File: src/rtl/enum_type.sv
// -----------------------------------------------------------------------------
// enum_type
// Shared type and constant package for the tick timer bank.
//   tick_mode_t  : per-channel mode, ONE_SHOT or PERIODIC
//   chan_state_t : per-channel FSM state, IDLE or RUN
//   SEC_TICK     : default clock cycles per second for the seconds countdown
//   COUNT_SEC    : default seconds countdown load value
// -----------------------------------------------------------------------------
package enum_type;

   typedef enum logic {
      ONE_SHOT = 1'b0,
      PERIODIC = 1'b1
   } tick_mode_t;

   typedef enum logic {
      IDLE = 1'b0,
      RUN  = 1'b1
   } chan_state_t;

   localparam int SEC_TICK  = 25_000_000;
   localparam int COUNT_SEC = 60;

endpackage

File: src/rtl/tick_chan.sv
// -----------------------------------------------------------------------------
// tick_chan
// One timer channel: IDLE/RUN FSM with a down-counter.
// Ports:
//   clk, reset_n : clock, asynchronous active-low reset
//   start        : start/restart request (wins over stop)
//   stop         : return to IDLE, suppressing any tick this cycle
//   mode         : 0 one-shot, 1 periodic (latched at start)
//   period       : period in cycles, 0 treated as 1 (sampled at every reload)
//   pause        : freeze counter and state, suppress tick
//   tick         : one-cycle expiry pulse
//   busy         : channel is in RUN
// -----------------------------------------------------------------------------
module tick_chan
   import enum_type::*;
#(
   parameter int CNT_W = 32
) (
   input  logic             clk,
   input  logic             reset_n,
   input  logic             start,
   input  logic             stop,
   input  logic             mode,
   input  logic [CNT_W-1:0] period,
   input  logic             pause,
   output logic             tick,
   output logic             busy
);

   chan_state_t      state_q, state_d;
   tick_mode_t       mode_q, mode_d;
   logic [CNT_W-1:0] cnt_q, cnt_d;
   logic [CNT_W-1:0] reload;

   // Loading P-1 and ticking at zero gives exactly P cycles per expiry;
   // period 0 collapses to the same load as period 1.
   assign reload = (period == '0) ? '0 : period - CNT_W'(1);

   always_ff @(posedge clk or negedge reset_n) begin
      if (!reset_n) begin
         state_q <= IDLE;
         mode_q  <= ONE_SHOT;
         cnt_q   <= '0;
      end else begin
         state_q <= state_d;
         mode_q  <= mode_d;
         cnt_q   <= cnt_d;
      end
   end

   always_comb begin
      state_d = state_q;
      mode_d  = mode_q;
      cnt_d   = cnt_q;
      tick    = 1'b0;
      if (start) begin
         // Restart takes priority over stop and hides a coincident expiry.
         state_d = RUN;
         mode_d  = tick_mode_t'(mode);
         cnt_d   = reload;
      end else if (stop) begin
         state_d = IDLE;
      end else if (state_q == RUN && !pause) begin
         if (cnt_q == '0) begin
            tick = 1'b1;
            if (mode_q == PERIODIC) begin
               cnt_d = reload;
            end else begin
               state_d = IDLE;
            end
         end else begin
            cnt_d = cnt_q - CNT_W'(1);
         end
      end
   end

   assign busy = (state_q == RUN);

endmodule

File: src/rtl/tick_timer_bank.sv
// -----------------------------------------------------------------------------
// tick_timer_bank
// NCH independent tick channels plus a seconds countdown unit.
// Ports:
//   clk, reset_n : clock, asynchronous active-low reset
//   start/stop   : per-channel start/restart and stop requests
//   mode         : per-channel 0 one-shot, 1 periodic
//   period       : per-channel period, channel i at [i*CNT_W +: CNT_W]
//   pause        : global freeze of channels and seconds prescaler
//   sec_load     : load seconds countdown with COUNT_SEC
//   tick, busy   : per-channel expiry pulse and RUN indication
//   sec_left     : remaining seconds
//   sec_done     : one-cycle pulse after sec_left reaches 0
// -----------------------------------------------------------------------------
module tick_timer_bank #(
   parameter int NCH       = 4,
   parameter int CNT_W     = 32,
   parameter int SEC_TICK  = enum_type::SEC_TICK,
   parameter int COUNT_SEC = enum_type::COUNT_SEC
) (
   input  logic                 clk,
   input  logic                 reset_n,
   input  logic [NCH-1:0]       start,
   input  logic [NCH-1:0]       stop,
   input  logic [NCH-1:0]       mode,
   input  logic [NCH*CNT_W-1:0] period,
   input  logic                 pause,
   input  logic                 sec_load,
   output logic [NCH-1:0]       tick,
   output logic [NCH-1:0]       busy,
   output logic [6:0]           sec_left,
   output logic                 sec_done
);

   localparam int              PRE_W    = (SEC_TICK > 1) ? $clog2(SEC_TICK) : 1;
   localparam logic [PRE_W-1:0] PRE_LAST = PRE_W'(SEC_TICK - 1);

   for (genvar i = 0; i < NCH; i++) begin : g_chan
      tick_chan #(
         .CNT_W (CNT_W)
      ) u_chan (
         .clk     (clk),
         .reset_n (reset_n),
         .start   (start[i]),
         .stop    (stop[i]),
         .mode    (mode[i]),
         .period  (period[i*CNT_W +: CNT_W]),
         .pause   (pause),
         .tick    (tick[i]),
         .busy    (busy[i])
      );
   end

   logic [PRE_W-1:0] pre_q;
   logic [6:0]       sec_q;
   logic             done_q;

   // The prescaler only advances while a countdown is in progress; the
   // done flag is held across a pause so the pulse appears once it lifts.
   always_ff @(posedge clk or negedge reset_n) begin
      if (!reset_n) begin
         pre_q  <= '0;
         sec_q  <= '0;
         done_q <= 1'b0;
      end else if (sec_load) begin
         pre_q  <= '0;
         sec_q  <= 7'(COUNT_SEC);
         done_q <= 1'b0;
      end else if (!pause) begin
         done_q <= 1'b0;
         if (sec_q != '0) begin
            if (pre_q == PRE_LAST) begin
               pre_q <= '0;
               sec_q <= sec_q - 7'd1;
               if (sec_q == 7'd1) begin
                  done_q <= 1'b1;
               end
            end else begin
               pre_q <= pre_q + PRE_W'(1);
            end
         end
      end
   end

   assign sec_left = sec_q;
   assign sec_done = done_q & ~pause;

endmodule

File: config.mk
export PLATFORM = sky130hd
export DESIGN_NAME = tick_timer_bank
export DESIGN_NICKNAME = d
export VERILOG_FILES = /design/src/rtl/enum_type.sv /design/src/rtl/tick_chan.sv /design/src/rtl/tick_timer_bank.sv
export SDC_FILE = /design/constraint.sdc
export NUM_CORES = 1
export LEC_CHECK = 0
export ABC_AREA = 1
export BUFFER_PORTS_ARGS = -buffer_cell sky130_fd_sc_hd__buf_2
export CORE_MARGIN = 2
export CORE_UTILIZATION = 40
export CTS_BUF_LIST = sky130_fd_sc_hd__clkbuf_4 sky130_fd_sc_hd__clkbuf_8
export CTS_CLUSTER_DIAMETER = 50
export DETAILED_ROUTE_END_ITERATION = 12
export PLACE_DENSITY = 0.56
export SYNTH_ARGS = -nofsm -noshare
export SYNTH_HDL_FRONTEND = slang
export SYNTH_SLANG_ARGS = --single-unit
File: constraint.sdc
create_clock -name clk -period 2.1 [get_ports clk]
set_input_delay 0.315 -clock clk [delete_from_list [all_inputs] [get_ports clk]]
set_output_delay 0.315 -clock clk [all_outputs]
set_load 0.02 [all_outputs]
== After elaboration in Yosys (flattened, before gate mapping) ==
Cells that the tools add are included.

* Logic and storage cells: 153
* Input port bits: 144
* Register bits: 169

* Multiplexer cells: 73
* Bitwise gates (word level): 2
* Reductions and logical operators: 38
* Add/sub/neg operators: 10
* Eq/ne operators: 15

{| class="wikitable"
|+ Operators by type and width
! kind !! number
|-
| 32-bit 2-to-1 mux || 24
|-
| 32-bit logical NOT || 8
|-
| 32-bit by 1-bit subtractor with 32-bit output, second input constant || 8
|-
| 25-bit 2-to-1 mux || 4
|-
| 1-bit 2-to-1 mux || 41
|-
| 7-bit 2-to-1 mux || 4
|-
| 3-bit AND reduction || 9
|-
| 25-bit by 1-bit adder with 25-bit output, second input constant || 1
|-
| 25-bit equality test, second input constant || 1
|-
| 3-bit nonzero test || 8
|-
| 3-bit by 2-bit != test with 1-bit output, second input constant || 4
|-
| 3-bit != test, second input constant || 4
|-
| 2-bit nonzero test || 6
|-
| 2-bit != test, second input constant || 4
|-
| 7-bit by 1-bit equality test with 1-bit output, second input constant || 1
|-
| 7-bit nonzero test || 1
|-
| 7-bit by 1-bit subtractor with 7-bit output, second input constant || 1
|-
| 1-bit logical AND || 4
|-
| 2-bit by 1-bit != test with 1-bit output, second input constant || 1
|-
| 2-bit AND reduction || 1
|-
| 1-bit bitwise AND || 1
|-
| 1-bit logical NOT || 1
|-
| 1-bit inverter || 1
|}

== Logic depth before layout (Yosys ltp) ==
* Word-level depth: 7
* Gate-level depth with buffers: 14

== Modules after synthesis ==
A second synthesis with hierarchy kept.

* Cell total of the unflattened synthesis: 2861
* Area total of the unflattened synthesis: 16882.4 um^2

{| class="wikitable"
|+ By module, submodules not included
! module !! instances !! sequential area each (um^2) !! cells an instance !! area each (um^2)
|-
| tick_chan at g_chan[0].u_chan ... || 2 || 850.8 || 640 || 3677.3
|-
| tick_chan at g_chan[2].u_chan ... || 2 || 850.8 || 618 || 3588.4
|-
| tick_timer_bank || 1 || 825.8 || 345 || 2351.0
|}

== Worst setup path before layout ==
No wires, ideal clock.

* Path type: reg-to-reg
* From: register sec_q[0] (netlist: sec_left[0])
* To: register pre_q[7]
* Library setup time: 121 ps
* Setup slack: 279 ps
* Stages on the path, launching flop included: 11
* Arrival time: 1699 ps
* Cell sequence: dfrtp_1 inv_1 ha_1 nand4_1 nand2_1 nand2_2 inv_2 nor2_1 nand3_1 o21ai_0 nor2_1

* Longest elaborated chain between the ends: 3

{| class="wikitable"
|+ RTL lines
! element !! RTL line !! RTL
|-
| start, declared || tick_timer_bank.sv:55 || <nowiki>logic [6:0] sec_q;</nowiki>
|-
| start signal, assigned || tick_timer_bank.sv:67 || <nowiki>sec_q <= 7'(COUNT_SEC);</nowiki>
|-
| start signal, assigned || tick_timer_bank.sv:74 || <nowiki>sec_q <= sec_q - 7'd1;</nowiki>
|-
| 7-bit nonzero test || tick_timer_bank.sv:71 || <nowiki>if (sec_q != '0) begin</nowiki>
|-
| 2-bit nonzero test (no line) || -- ||
|-
| 2-bit AND reduction (no line) || -- ||
|-
| end signal, assigned || tick_timer_bank.sv:79 || <nowiki>pre_q <= pre_q + PRE_W'(1);</nowiki>
|-
| end, declared || tick_timer_bank.sv:54 || <nowiki>logic [PRE_W-1:0] pre_q;</nowiki>
|}

No other way between the ends.
A chain may end at the register's enable or synchronous reset.

== Worst setup path after layout ==
* From: register g_chan[0].u_chan.cnt_q[21]
* To: output port tick[0]

* Longest elaborated chain between the ends: 5

{| class="wikitable"
|+ RTL lines
! element !! RTL line !! RTL
|-
| start, declared || tick_chan.sv:32 || <nowiki>logic [CNT_W-1:0] cnt_q, cnt_d;</nowiki>
|-
| start signal, assigned || tick_chan.sv:47 || <nowiki>cnt_q <= cnt_d;</nowiki>
|-
| 32-bit logical NOT || tick_chan.sv:64 || <nowiki>if (cnt_q == '0) begin</nowiki>
|-
| 1-bit 2-to-1 mux || tick_chan.sv:64 ||
|-
| 1-bit 2-to-1 mux || tick_chan.sv:63 || <nowiki>end else if (state_q == RUN && !pause) begin</nowiki>
|-
| 1-bit 2-to-1 mux || tick_chan.sv:61 || <nowiki>end else if (stop) begin</nowiki>
|-
| 1-bit 2-to-1 mux || tick_chan.sv:56 || <nowiki>if (start) begin</nowiki>
|-
| end, declared || tick_timer_bank.sv:29 || <nowiki>output logic [NCH-1:0] tick,</nowiki>
|}

No other way between the ends.

==> impl_metrics.csv <==
group,metric,value,unit
run_status,status,"complete, but fails checks",
run_status,violations,"setup timing",
detailed_routing,routed_wl,58.5,mm
power_and_ir_drop,switching_share,0.400,
cts,numCtsBuffers,17,
sta,relSlewSlack,0.690,
logic_synthesis,netlist.top_cell.by_area,"dfrtp_1",
sta,setup_tns,-0.714,ns
cts,clk_pin_slew,0.11,ns
run,maxCapViolCount,0,
critical_path,cp.arrival,2.12,ns
global_route,antenna_found_initial,0,
global_route,grt_pass1_wl,94.4,mm
logic_synthesis,synth_top_area_share,0.261,
sta,fin_crit_sh,1.16,
power_and_ir_drop,intPower,6.62,mW
detailed_routing,drc_errors,0,
placed_design,place_inst,3581,
sta,fmax,411,MHz
power_and_ir_drop,clkPwrFrac,0.251,
floorplanning,fp.dieW,205,µm
hold_path,hp-class,"primary input to flop",
critical_path,cp_cell_sequence,"nor2_2 > nand2_1 > buf_4 > nor3_2 > nand4_1 > nor3_2 > buf_4",
cts,clockRootBuffer,"clkbuf_8",
logic_synthesis,ys_ff_latch,169,
power_and_ir_drop,vdd_drop_max,275,µV
floorplanning,ios,160,
final_layout,diodes,0,
global_route,grt_usage,0.281,
detailed_routing,drt_first_pass_iters,5,
cts,cts.sinks,169,
logic_synthesis,seq_area_frac_synth,0.261,
logic_synthesis,syn_area,16200,µm²
power_and_ir_drop,leakagePower,9.42,nW
logic_synthesis,synth_nets,2990,
sta,hold_violations,0,
critical_path,reg2regPathDepth,13,
logic_synthesis,synth_cells,2830,
power_and_ir_drop,switchingPower,4.40,mW
critical_path,timing.rr.start,"g_chan[1].u_chan.cnt_q[20]",
hold_path,whs_path_depth,2,
sta,rsz0062_at_grt,"yes",
placed_design,dp_hpwl,46.3,mm
logic_synthesis,yosysWarnings,0,
sta,finalSetupViolCount,4,
detailed_routing,drtAntennaViolNets,0,
final_layout,stdcell_count,3676,
floorplanning,die_y,205,µm
hold_path,min-delay-start,"start[3]",
global_route,grt-ovfl-total,0,
placed_design,portBuffers,159,
global_route,grt_pass1_vias,18200,
logic_synthesis,syn_area_per_cell,5.73,µm²
final_layout,final_util,0.497,
logic_synthesis,synthTopCellsByArea,"dfrtp_1, nand2_1, nor2_1",
critical_path,critPathLaunch,"g_chan[0].u_chan.cnt_q[21]",
power_and_ir_drop,pwr-share-comb,0.369,
critical_path,crit_type,"flop to output port",
critical_path,r2r_end,"g_chan[1].u_chan.cnt_q[19]",
critical_path,slowest_stage,"dfrtp_1",
critical_path,start_kind,"flop",
sta,setup_slack,-0.335,ns
sta,period_minus_slack,2.44,ns
critical_path,cp.required,1.78,ns
floorplanning,core_area,39900,µm²
detailed_routing,vias,18900,
detailed_routing,drt_iter0_drc,1126,
cts,insertion_delay,0.53,ns
logic_synthesis,ys_types,43,
sta,worst_pin_slew,0.464,ns
final_layout,nNetsFinal,3298,
floorplanning,initial_core_util,0.406,
power_and_ir_drop,total_power,11.0,mW
final_layout,synthToLayoutAreaGrowth,22.2,%
floorplanning,rows,73,
detailed_routing,via_per_inst,5.13,
critical_path,cp-end-kind,"output port",
placed_design,routabilityCongestion,0.972,
global_route,grt_max_degree,44,
critical_path,path_max_fanout,2,
cts,clk_path_buf_depth,2,
detailed_routing,wire_per_inst,15.9,µm
sta,maxSlewViolCount,0,
sta,skew,0.0163,ns
final_layout,drive_gt1_frac,0.171,
critical_path,slowest_delay,0.44,ns
critical_path,r2r_slack,0.11,ns
hold_path,hold-path-endpoint,"g_chan[3].u_chan.mode_q",
power_and_ir_drop,powerDensity,556,nW/µm²
power_and_ir_drop,p_seq_frac,0.380,
floorplanning,dieArea,42200,µm²
cts,cts_tree,"yes",
cts,htreeDepth,4,
layer usage:
| layer | up-vias | wire, µm | GRT usage |
|---|---|---|---|
| met5 | - | 0 | 0 |
| met4 | 0 | 1650 | 0.0917 |
| met3 | 99 | 2900 | 0.0339 |
| met2 | 562 | 27700 | 0.488 |
| met1 | 8649 | 26300 | 0.363 |
| li1 | 9564 | - | - |
synth_stat cells, drive strengths merged:
master,n
a31oi,1
o31ai,2
nand2,913
nor3b,1
xnor2,33
nor3,34
o211ai,3
a31o,1
a21o,2
nand3b,9
a21boi,2
a21oi,11
dfrtp,169
nor2,656
nor4,8
and2,5
clkinv,2
o22ai,7
o21ai,169
or2,7
nand4,54
nand3,282
xor2,70
inv,283
buf,58
ha,16
and3,1
o21bai,23
clkbuf,8
critical path, delay by kind of cell, from the launching register on:
family | cells | cell delay [ns]
and+or+nand+nor | 5 | 0.82
DFF | 1 | 0.44
buffers and inverters | 2 | 0.32
final cells by class:
cell class	count	area (µm²)
fillers	4322	20100
multi-input cells	2310	10800
flip-flops and latches	169	4240
repair buffers	355	2550
inverters	285	1080
well taps	525	657
clock buffers	18	248
clock inverters	14	195
state kept, by name, summed over array words and instances, names as in the netlist:
| name | flops |
|---|---|
| pre_q | 25 |
| g_chan.u_chan.busy | 4 |
| g_chan.u_chan.mode_q | 4 |
| g_chan.u_chan.cnt_q | 128 |
| sec_left | 7 |
| done_q | 1 |
what timing repair did:
action,in CTS,in global routing
endpoints found under the hold margin,44,0
setup endpoints to repair,4,68
buffers inserted,38,17
resized for setup,51,71
pin swaps,26,16
hold buffers,6,0
cloned,0,2
worst max-delay path by stage:
stage | endpoint | slack [ns] | depth (start not counted)
global placement | g_chan[1].u_chan.cnt_q[0] | 0.07 | 13
CTS | tick[0] | -0.33 | 7
finish | tick[0] | -0.34 | 7
floorplan | pre_q[7] | 0.28 | 10
detailed placement | g_chan[0].u_chan.cnt_q[10] | 0.05 | 10
global route | tick[0] | -0.44 | 7
power by group through the flow:
| stage | sequential, mW | combinational, mW | clock, mW |
|---|---|---|---|
| after floorplan | 4.14 | 2.23 | 0 |
| after global placement | 4.21 | 3.56 | 0 |
| after detailed placement | 4.21 | 3.58 | 0 |
| after CTS | 4.16 | 3.86 | 2.84 |
| after global routing | 4.25 | 4.56 | 2.96 |
| final | 4.18 | 4.07 | 2.77 |
through the flow:
step | instance area, µm² | hold slack (ns) | worst slack [ns]
6_report | 19800 | 0.0352 | -0.335
5_1_grt | 19800 | 0.0287 | -0.440
3_3_place_gp | 18500 | 0.302 | 0.0690
2_1_floorplan | 16200 | 0.0194 | 0.279
3_5_place_dp | 18500 | 0.308 | 0.0472
4_1_cts | 19400 | 0.00592 | -0.333
cells in the final DEF (no fill, tap or decap), types with 60 or more instances in the layout:
cell type    n
o21ai_1     62
o21ai_0    105
nor2_1     577
inv_1      265
nand3_1    278
xor2_1      70
dfrtp_1    161
nor2_2      60
buf_4      172
nand2_1    891
buf_2      154
cell families (layout without fill, tap and decap cells):
kind of cell | count (synthesis) | count (layout) | synth area share
buffers and inverters | 351 | 672 | 0.0917
AO/OA/AOI/OAI | 221 | 221 | 0.0747
XOR/XNOR | 103 | 103 | 0.0556
flip-flops | 169 | 169 | 0.261
AND/OR/NAND/NOR | 1970 | 1970 | 0.505
adder cells (fa/ha/maj) | 16 | 16 | 0.0123
No activity file was read; power rests on OpenSTA's default activity.
